--- src/rtl/ddr_rr_arbiter_if.sv ---
// Bus bundle for ddr_rr_arbiter: four requester channels plus the shared DDRAM command/data port.
// master is the arbiter's view, slave is the view of the surrounding requesters and memory.
interface ddr_rr_arbiter_if #(
    parameter int DATA_W = 64
);
    logic [3:0]                 ch_req;
    logic [3:0]                 ch_we;
    logic [3:0][28:0]           ch_addr;
    logic [3:0][3:0]            ch_burst;
    logic [3:0][DATA_W-1:0]     ch_din;
    logic [3:0][DATA_W/8-1:0]   ch_be;
    logic [3:0]                 ch_ack;
    logic [3:0]                 ch_rvalid;
    logic [DATA_W-1:0]          rdata;

    logic                       DDRAM_BUSY;
    logic [DATA_W-1:0]          DDRAM_DOUT;
    logic                       DDRAM_DOUT_READY;
    logic [28:0]                DDRAM_ADDR;
    logic [7:0]                 DDRAM_BURSTCNT;
    logic [DATA_W-1:0]          DDRAM_DIN;
    logic [DATA_W/8-1:0]        DDRAM_BE;
    logic                       DDRAM_RD;
    logic                       DDRAM_WE;

    modport master (
        input  ch_req, ch_we, ch_addr, ch_burst, ch_din, ch_be,
        output ch_ack, ch_rvalid, rdata,
        input  DDRAM_BUSY, DDRAM_DOUT, DDRAM_DOUT_READY,
        output DDRAM_ADDR, DDRAM_BURSTCNT, DDRAM_DIN, DDRAM_BE, DDRAM_RD, DDRAM_WE
    );

    modport slave (
        output ch_req, ch_we, ch_addr, ch_burst, ch_din, ch_be,
        input  ch_ack, ch_rvalid, rdata,
        output DDRAM_BUSY, DDRAM_DOUT, DDRAM_DOUT_READY,
        input  DDRAM_ADDR, DDRAM_BURSTCNT, DDRAM_DIN, DDRAM_BE, DDRAM_RD, DDRAM_WE
    );
endinterface

--- src/rtl/ddr_rr_arbiter.sv ---
// Four-channel round-robin arbiter onto a single DDRAM port: one outstanding command at a time,
// writes are single-beat, reads return 1..8 beats routed to the granted channel.
module ddr_rr_arbiter #(
    parameter int DATA_W = 64
) (
    input  logic               clk,
    input  logic               rst,
    ddr_rr_arbiter_if.master   bus
);

    typedef enum logic [1:0] {
        IDLE   = 2'd0,
        ISSUE  = 2'd1,
        RDWAIT = 2'd2
    } state_t;

    state_t                 state;
    state_t                 state_nxt;
    logic [1:0]             last;
    logic [3:0]             beat_cnt;

    logic [1:0]             owner;
    logic                   cmd_we;
    logic [28:0]            cmd_addr;
    logic [3:0]             cmd_burst;
    logic [DATA_W-1:0]      cmd_din;
    logic [DATA_W/8-1:0]    cmd_be;

    logic                   any_req;
    logic [1:0]             winner;
    logic                   grant;
    logic                   accept;
    logic                   last_beat;

    // Beat counts outside 1..8 are clamped so the DDRAM never sees an illegal burst.
    function automatic logic [3:0] sat_burst(input logic [3:0] b);
        if (b == 4'd0)
            return 4'd1;
        if (b > 4'd8)
            return 4'd8;
        return b;
    endfunction

    function automatic logic [1:0] rr_pick(input logic [3:0] req, input logic [1:0] ptr);
        logic [1:0] idx;
        logic [1:0] pick;
        logic       found;
        pick  = ptr;
        found = 1'b0;
        for (int i = 1; i <= 4; i++) begin
            idx = ptr + 2'(i);
            if (!found && req[idx]) begin
                pick  = idx;
                found = 1'b1;
            end
        end
        return pick;
    endfunction

    assign any_req   = |bus.ch_req;
    assign winner    = rr_pick(bus.ch_req, last);
    assign grant     = (state == IDLE) && any_req;
    assign accept    = (state == ISSUE) && !bus.DDRAM_BUSY;
    assign last_beat = (state == RDWAIT) && bus.DDRAM_DOUT_READY &&
                       (beat_cnt == cmd_burst - 4'd1);

    always_ff @(posedge clk) begin
        if (rst)
            state <= IDLE;
        else
            state <= state_nxt;
    end

    always_comb begin
        state_nxt = state;
        case (state)
            IDLE:    if (any_req) state_nxt = ISSUE;
            ISSUE:   if (!bus.DDRAM_BUSY) state_nxt = cmd_we ? IDLE : RDWAIT;
            RDWAIT:  if (last_beat) state_nxt = IDLE;
            default: state_nxt = IDLE;
        endcase
    end

    // Control: round-robin pointer and beat counter
    always_ff @(posedge clk) begin
        if (rst) begin
            last     <= 2'd3;
            beat_cnt <= '0;
        end else begin
            if (grant)
                last <= winner;
            if (accept)
                beat_cnt <= '0;
            else if ((state == RDWAIT) && bus.DDRAM_DOUT_READY)
                beat_cnt <= beat_cnt + 4'd1;
        end
    end

    // Command capture: the winner's request is frozen here for the whole transaction
    always_ff @(posedge clk) begin
        if (grant) begin
            owner     <= winner;
            cmd_we    <= bus.ch_we[winner];
            cmd_addr  <= bus.ch_addr[winner];
            cmd_burst <= sat_burst(bus.ch_burst[winner]);
            cmd_din   <= bus.ch_din[winner];
            cmd_be    <= bus.ch_be[winner];
        end
    end

    assign bus.DDRAM_ADDR = cmd_addr;
    assign bus.DDRAM_DIN  = cmd_din;
    assign bus.rdata      = bus.DDRAM_DOUT;

    // Outputs are gated by rst so reset values hold for the whole time rst is high.
    always_comb begin
        bus.DDRAM_RD       = 1'b0;
        bus.DDRAM_WE       = 1'b0;
        bus.DDRAM_BURSTCNT = 8'd0;
        bus.DDRAM_BE       = '0;
        bus.ch_ack         = 4'b0;
        bus.ch_rvalid      = 4'b0;
        if (!rst) begin
            case (state)
                ISSUE: begin
                    bus.DDRAM_RD       = !cmd_we;
                    bus.DDRAM_WE       = cmd_we;
                    bus.DDRAM_BURSTCNT = cmd_we ? 8'd1 : {4'b0, cmd_burst};
                    bus.DDRAM_BE       = cmd_we ? cmd_be : '1;
                    if (!bus.DDRAM_BUSY && cmd_we)
                        bus.ch_ack[owner] = 1'b1;
                end
                RDWAIT: begin
                    bus.ch_rvalid[owner] = bus.DDRAM_DOUT_READY;
                    if (last_beat)
                        bus.ch_ack[owner] = 1'b1;
                end
                default: ;
            endcase
        end
    end

endmodule

--- src/flat_wrapper.sv ---
// flat-port wrapper written by rule: the top's interface ports become plain ports
module ddr_rr_arbiter_flat 
#(
    parameter int DATA_W = 64
)
  (clk, rst, bus_ch_req, bus_ch_we, bus_ch_addr, bus_ch_burst, bus_ch_din, bus_ch_be, bus_ch_ack, bus_ch_rvalid, bus_rdata, bus_DDRAM_BUSY, bus_DDRAM_DOUT, bus_DDRAM_DOUT_READY, bus_DDRAM_ADDR, bus_DDRAM_BURSTCNT, bus_DDRAM_DIN, bus_DDRAM_BE, bus_DDRAM_RD, bus_DDRAM_WE);
  ddr_rr_arbiter_if #(.DATA_W(DATA_W)) bus_i ();
  input  logic clk;
  input  logic rst;
  input wire logic [$bits(bus_i.ch_req)-1:0] bus_ch_req;
  input wire logic [$bits(bus_i.ch_we)-1:0] bus_ch_we;
  input wire logic [$bits(bus_i.ch_addr)-1:0] bus_ch_addr;
  input wire logic [$bits(bus_i.ch_burst)-1:0] bus_ch_burst;
  input wire logic [$bits(bus_i.ch_din)-1:0] bus_ch_din;
  input wire logic [$bits(bus_i.ch_be)-1:0] bus_ch_be;
  output wire logic [$bits(bus_i.ch_ack)-1:0] bus_ch_ack;
  output wire logic [$bits(bus_i.ch_rvalid)-1:0] bus_ch_rvalid;
  output wire logic [$bits(bus_i.rdata)-1:0] bus_rdata;
  input wire logic [$bits(bus_i.DDRAM_BUSY)-1:0] bus_DDRAM_BUSY;
  input wire logic [$bits(bus_i.DDRAM_DOUT)-1:0] bus_DDRAM_DOUT;
  input wire logic [$bits(bus_i.DDRAM_DOUT_READY)-1:0] bus_DDRAM_DOUT_READY;
  output wire logic [$bits(bus_i.DDRAM_ADDR)-1:0] bus_DDRAM_ADDR;
  output wire logic [$bits(bus_i.DDRAM_BURSTCNT)-1:0] bus_DDRAM_BURSTCNT;
  output wire logic [$bits(bus_i.DDRAM_DIN)-1:0] bus_DDRAM_DIN;
  output wire logic [$bits(bus_i.DDRAM_BE)-1:0] bus_DDRAM_BE;
  output wire logic [$bits(bus_i.DDRAM_RD)-1:0] bus_DDRAM_RD;
  output wire logic [$bits(bus_i.DDRAM_WE)-1:0] bus_DDRAM_WE;
  assign bus_i.ch_req = bus_ch_req;
  assign bus_i.ch_we = bus_ch_we;
  assign bus_i.ch_addr = bus_ch_addr;
  assign bus_i.ch_burst = bus_ch_burst;
  assign bus_i.ch_din = bus_ch_din;
  assign bus_i.ch_be = bus_ch_be;
  assign bus_ch_ack = bus_i.ch_ack;
  assign bus_ch_rvalid = bus_i.ch_rvalid;
  assign bus_rdata = bus_i.rdata;
  assign bus_i.DDRAM_BUSY = bus_DDRAM_BUSY;
  assign bus_i.DDRAM_DOUT = bus_DDRAM_DOUT;
  assign bus_i.DDRAM_DOUT_READY = bus_DDRAM_DOUT_READY;
  assign bus_DDRAM_ADDR = bus_i.DDRAM_ADDR;
  assign bus_DDRAM_BURSTCNT = bus_i.DDRAM_BURSTCNT;
  assign bus_DDRAM_DIN = bus_i.DDRAM_DIN;
  assign bus_DDRAM_BE = bus_i.DDRAM_BE;
  assign bus_DDRAM_RD = bus_i.DDRAM_RD;
  assign bus_DDRAM_WE = bus_i.DDRAM_WE;
  ddr_rr_arbiter #(.DATA_W(DATA_W)) u_core (.clk(clk), .rst(rst), .bus(bus_i));
endmodule
--- config.mk ---
export PLATFORM = sky130hd
export DESIGN_NAME = ddr_rr_arbiter_flat
export DESIGN_NICKNAME = d
export VERILOG_FILES = /design/src/rtl/ddr_rr_arbiter_if.sv /design/src/rtl/ddr_rr_arbiter.sv /design/src/flat_wrapper.sv
export SDC_FILE = /design/constraint.sdc
export NUM_CORES = 1
export LEC_CHECK = 0
export ABC_AREA = 1
export CAP_MARGIN = 20
export CORE_AREA = 2 2 267 269
export DETAILED_ROUTE_END_ITERATION = 12
export DIE_AREA = 0 0 269 271
export SYNTH_ARGS = -nofsm -noshare
export SYNTH_HDL_FRONTEND = slang
export SYNTH_SLANG_ARGS = --single-unit
--- constraint.sdc ---
create_clock -name clk -period 16.54 [get_ports clk]
set_clock_uncertainty 0.05 [all_clocks]
set_input_delay 2.481 -clock clk [delete_from_list [all_inputs] [get_ports clk]]
set_output_delay 2.481 -clock clk [all_outputs]
set_load 0.1 [all_outputs]
# Word level (Yosys, flattened, before mapping)
# Index checks and enable logic that the tools add are counted.
# W data, S select, Z words.
classes:
  addsub: 5
  multipliers: 0
  div: 0
  order_cmp: 8
  eq_ne: 6
  shift: 0
  n_mux: 57
  bitwise_logic: 1
  n_reduce_logical: 19
ops:
  columns: ["op", "count"]
  rows:
  - ["$bmux W64 S2", 1]
  - ["$mux W64", 1]
  - ["$bmux W29 S2", 1]
  - ["$mux W8", 6]
  - ["$mux W4", 11]
  - ["$mux W29", 1]
  - ["$lt A2 B3 Y1 const B", 6]
  - ["$mux W1", 18]
  - ["$bmux W8 S2", 1]
  - ["$mux W2", 8]
  - ["$bmux W1 S2", 5]
  - ["$logic_and A1 B1 Y1", 9]
  - ["$bmux W4 S2", 1]
  - ["$pmux W4 S2", 1]
  - ["$pmux W2 S3", 1]
  - ["$logic_not A1 Y1", 5]
  - ["$add A2 B2 Y2 const B", 2]
  - ["$add A4 B1 Y4 const B", 1]
  - ["$and A4 B4 Y4", 1]
  - ["$eq A4 B4 Y1", 1]
  - ["$gt A4 B4 Y1 const B", 1]
  - ["$logic_not A4 Y1", 1]
  - ["$ne A2 B1 Y1 const B", 2]
  - ["$reduce_or A4 Y1", 1]
  - ["other kinds (10)", 10]
word_totals:
  reg_bits: 116
  latch_bits: 0
  ram_bits: 0
  romBits: 0
  out_inout_bits: 183
  elab_cells: 105
  mem_count: 0

# Depth between registers and ports, before layout
logic_depth:
  ltp_word: 22
  ltp_mapped: 16

# Worst setup path before layout
# OpenSTA, ideal clock, no wires.
synth_path:
  kind: "input to output"
  start: "input port rst"
  end: "output port bus_DDRAM_BURSTCNT[1]"
  arrival_ps: 5721
  slack_ps: 8288
  path_stages: 5
  n_path_buf: 0
  cell_sequence: "nor2_1 -> clkinv_1 -> nor2_1 -> inv_1 -> nor2_1"
synth_between:
  elab_chain_cells: 1
synth_lines:
  columns: ["element", "line_no", "rtl"]
  rows:
  - ["start: declaration", "flat_wrapper.sv:9", "input logic rst;"]
  - ["$mux W8", "ddr_rr_arbiter.sv:123", "if (!rst) begin"]
  - ["end: declaration", "flat_wrapper.sv:23", "output wire logic [$bits(bus_i.DDRAM_BURSTCNT)-1:0] bus_DDRAM_BURSTCNT;"]
# No other way between the ends.

# Worst setup path in the final report
# Ends and elaborated chain as after synthesis.

==> impl_metrics.csv <==
group,metric,value,unit
status,status,"finished clean",
critical_path,worstSetupPathType,"input port to output pin",
synth,synth_cell_types,36,
clock_tree,ctsHoldBuffers,0,
grt,grt_pass1_vias,8378,
synth,postSynthCellCount,948,
layout,instances_no_fill,2348,
clock_tree,cts_root_buf,"clkbuf_16",
clock_tree,path_clk_slew,0.05,ns
sta,tightestPinTransition,1.136,ns
layout,syn_to_final_growth,73.60,%
sta,rsz0062_at_grt,"false",
floorplanning,die_x,269,um
clock_tree,post_cts_resized,0,
placement,gp_congestion,0.8842,
clock_tree,postCtsSetupRepairBufs,0,
critical_path,crit_path_end_kind,"output pin",
clock_tree,clock_latency,0.47,ns
synth,synth_area,8558,sq um
routing,drtIter0Drc,461,
routing,top_layer_used,"met5",
synth,synth_ff_type,"edfxtp_1",
layout,fin_nets,1897,
synth,ys_top_cells_by_area,"edfxtp_1 38%, mux2i_1 12%, nand2_1 7.1%, buf_4 6.6%, o211ai_2 6.1%",
sta,setup_violations,0,
synth,yosysMostFrequentCell,"nand2_1",
critical_path,critPathMaxStageDelay,1.16,ns
routing,first_pass_iters,7,
routing,ant_nets,0,
critical_path,crit_top_cell,"nor2_1",
routing,drc,0,
routing,wirelength,35090,um
routing,wl_per_cell,14.94,um
floorplanning,rows,97,
clock_tree,cts_made_buffers,17,
synth,synth_top_area_cell,"edfxtp_1",
critical_path,cp_top_family,"buffers and inverters",
layout,diodes,0,
layout,drive_gt1_share,6.889,%
synth,synth_warnings,0,
min_path,hold_depth,2,
floorplanning,fp.dieArea,72900,sq um
routing,met2_length,16740,um
placement,place_hpwl,28270,um
floorplanning,ios,679,
job,maxCapViolations,0,
grt,grt_pass1_wl,49760,um
synth,synth_top_area_share,37.89,%
synth,synth-seq-cells,116,
critical_path,crit_path_start_kind,"input port",
synth,synthArstFlopShare,0,%
sta,layout_min_cycle_time,7.703,ns
clock_tree,cts_sinks,116,
routing,met3WireLength,3471,um
routing,via_per_inst,3.552,
critical_path,critPathArrivalTime,5.17,ns
critical_path,path_depth,7,
critical_path,reg2reg_from,"u_core.last[0]",
sta,fmax,129.8,MHz
synth,netlist_top_cells_count,"162 x nand2_1, 124 x inv_1, 108 x edfxtp_1, 103 x o21ai_1, 102 x mux2i_1",
sta,post-route-period-util,46.57,%
synth,ys_seq_area_share,39.77,%
synth,synth.avg_cell_area,9.028,sq um
critical_path,path_buf_inv,4,
floorplanning,initial_core_util,12.26,%
sta,slew_headroom,24.03,%
min_path,worstHoldStart,"u_core.state[1]",
critical_path,worstRegToRegCells,13,
sta,drv_slew,0,
critical_path,cpMaxStageDelayCell,"clkdlybuf4s50_1",
synth,synth_edf_count,108,
placement,port_buffers,546,
sta,tns,0,ns
critical_path,path_max_fanout,10,
routing,wl_met1,13460,um
floorplanning,core_area,69790,sq um
sta,hold_viol_final,0,
clock_tree,cts_tree,"done",
floorplanning,die_h,271,um
critical_path,startpoint,"rst",
clock_tree,htree_levels,4,
routing,num_vias,8340,
clock_tree,clk_path_buf_depth,2,
critical_path,crit_chain,"clkdlybuf4s50_1 > nor2_1 > clkinv_1 > nor2_1 > inv_1 > nor2_1 > clkdlybuf4s50_1",
placement,dp_cells,2317,
min_path,holdCritPathClass,"flip-flop to flip-flop",
critical_path,crit_required,14.01,ns
grt,overflow,0,
grt,grt_max_degree,102,
grt,track_usage,9.365,%
grt,antenna_found_initial,5,
-- layout make-up --
class,count,area [sq um]
timing repair buffer,553,5513
tap,940,1176
multi-input combinational,579,3749
clock inverter,12,91.34
inverter,129,491.7
fill,7572,54930
sequential,116,3403
clock buffer,19,432.9
-- worst min-delay path, cell delays in order, from the launching register on --
cell	delay [ns]
dfxtp_1	0.31
nand2_1	0.06
a21oi_1	0.05
-- registers in the layout, indices dropped and copies added, names as in the netlist, 2 cells and up --
name,cells
u_core.state,2
u_core.cmd_burst,4
u_core.bus.DDRAM_DIN,64
u_core.last,2
u_core.cmd_be,8
u_core.bus.DDRAM_ADDR,29
u_core.owner,2
u_core.beat_cnt,4
-- worst paths after layout --
path / endpoint / slack (ns)
setup / recovery: bus_DDRAM_BURSTCNT[1] / 8.84
setup reg to reg: u_core.bus.DDRAM_DIN[46] / 11.87
hold reg to reg: u_core.state[1] / 0.43
hold / removal: u_core.state[1] / 0.43
-- cell usage in the layout (no fill, tap or decap), types with 2 or more instances in the layout --
master and count:
clkdlybuf4s50_1 544, nand2_1 162, inv_1 124, edfxtp_1 108, o21ai_1 103, mux2i_1 102, o211ai_1 61, o211ai_2 42
nor2_1 34, nand3_1 20, clkbuf_16 17, nand2_2 10, a21oi_1 10, buf_4 9, dfxtp_1 8, clkinv_1 5
o21ai_0 5, ha_1 5, nand4_1 4, conb_1 4, inv_2 3, nand3_2 3, xnor2_1 3, clkinv_2 3
clkinvlp_4 3, xor2_1 2, clkbuf_1 2
-- kinds of logic after synthesis --
kind of cell	after synthesis	share of synthesized area [%]
buffers and inverters	256	16.75
AND/OR/NAND/NOR	240	11.70
AO/OA/AOI/OAI	223	18.57
flip-flops	116	39.77
multiplexers	102	11.93
adder cells (fa/ha/maj)	5	0.7310
XOR/XNOR	5	0.5118
other	1	0.04382
-- stage by stage --
stage / hold WS [ns] / setup WS (ns) / cell area, sq um / utilization (%)
final: 0.4289 / 8.837 / 14860 / 21.29
after global routing: 0.4766 / 8.692 / 14860 / 21.29
after CTS: 0.4353 / 8.803 / 14860 / 21.29
after detailed placement: 0.4274 / 8.808 / 14330 / 20.54
after global placement: 0.4415 / 8.826 / 14330 / 20.54
after floorplan: 0.4016 / 8.288 / 8569 / -
-- per-layer routing --
layer  GRT usage [%]  vias to the layer above
li1                -                     4082
met1           9.821                     3768
met2           15.67                      427
met3           4.141                       57
met4           4.985                        6
met5               0                        -
Power is not shown: default switching activity piles up to over one toggle a cycle in this logic, so the estimate is an artifact.
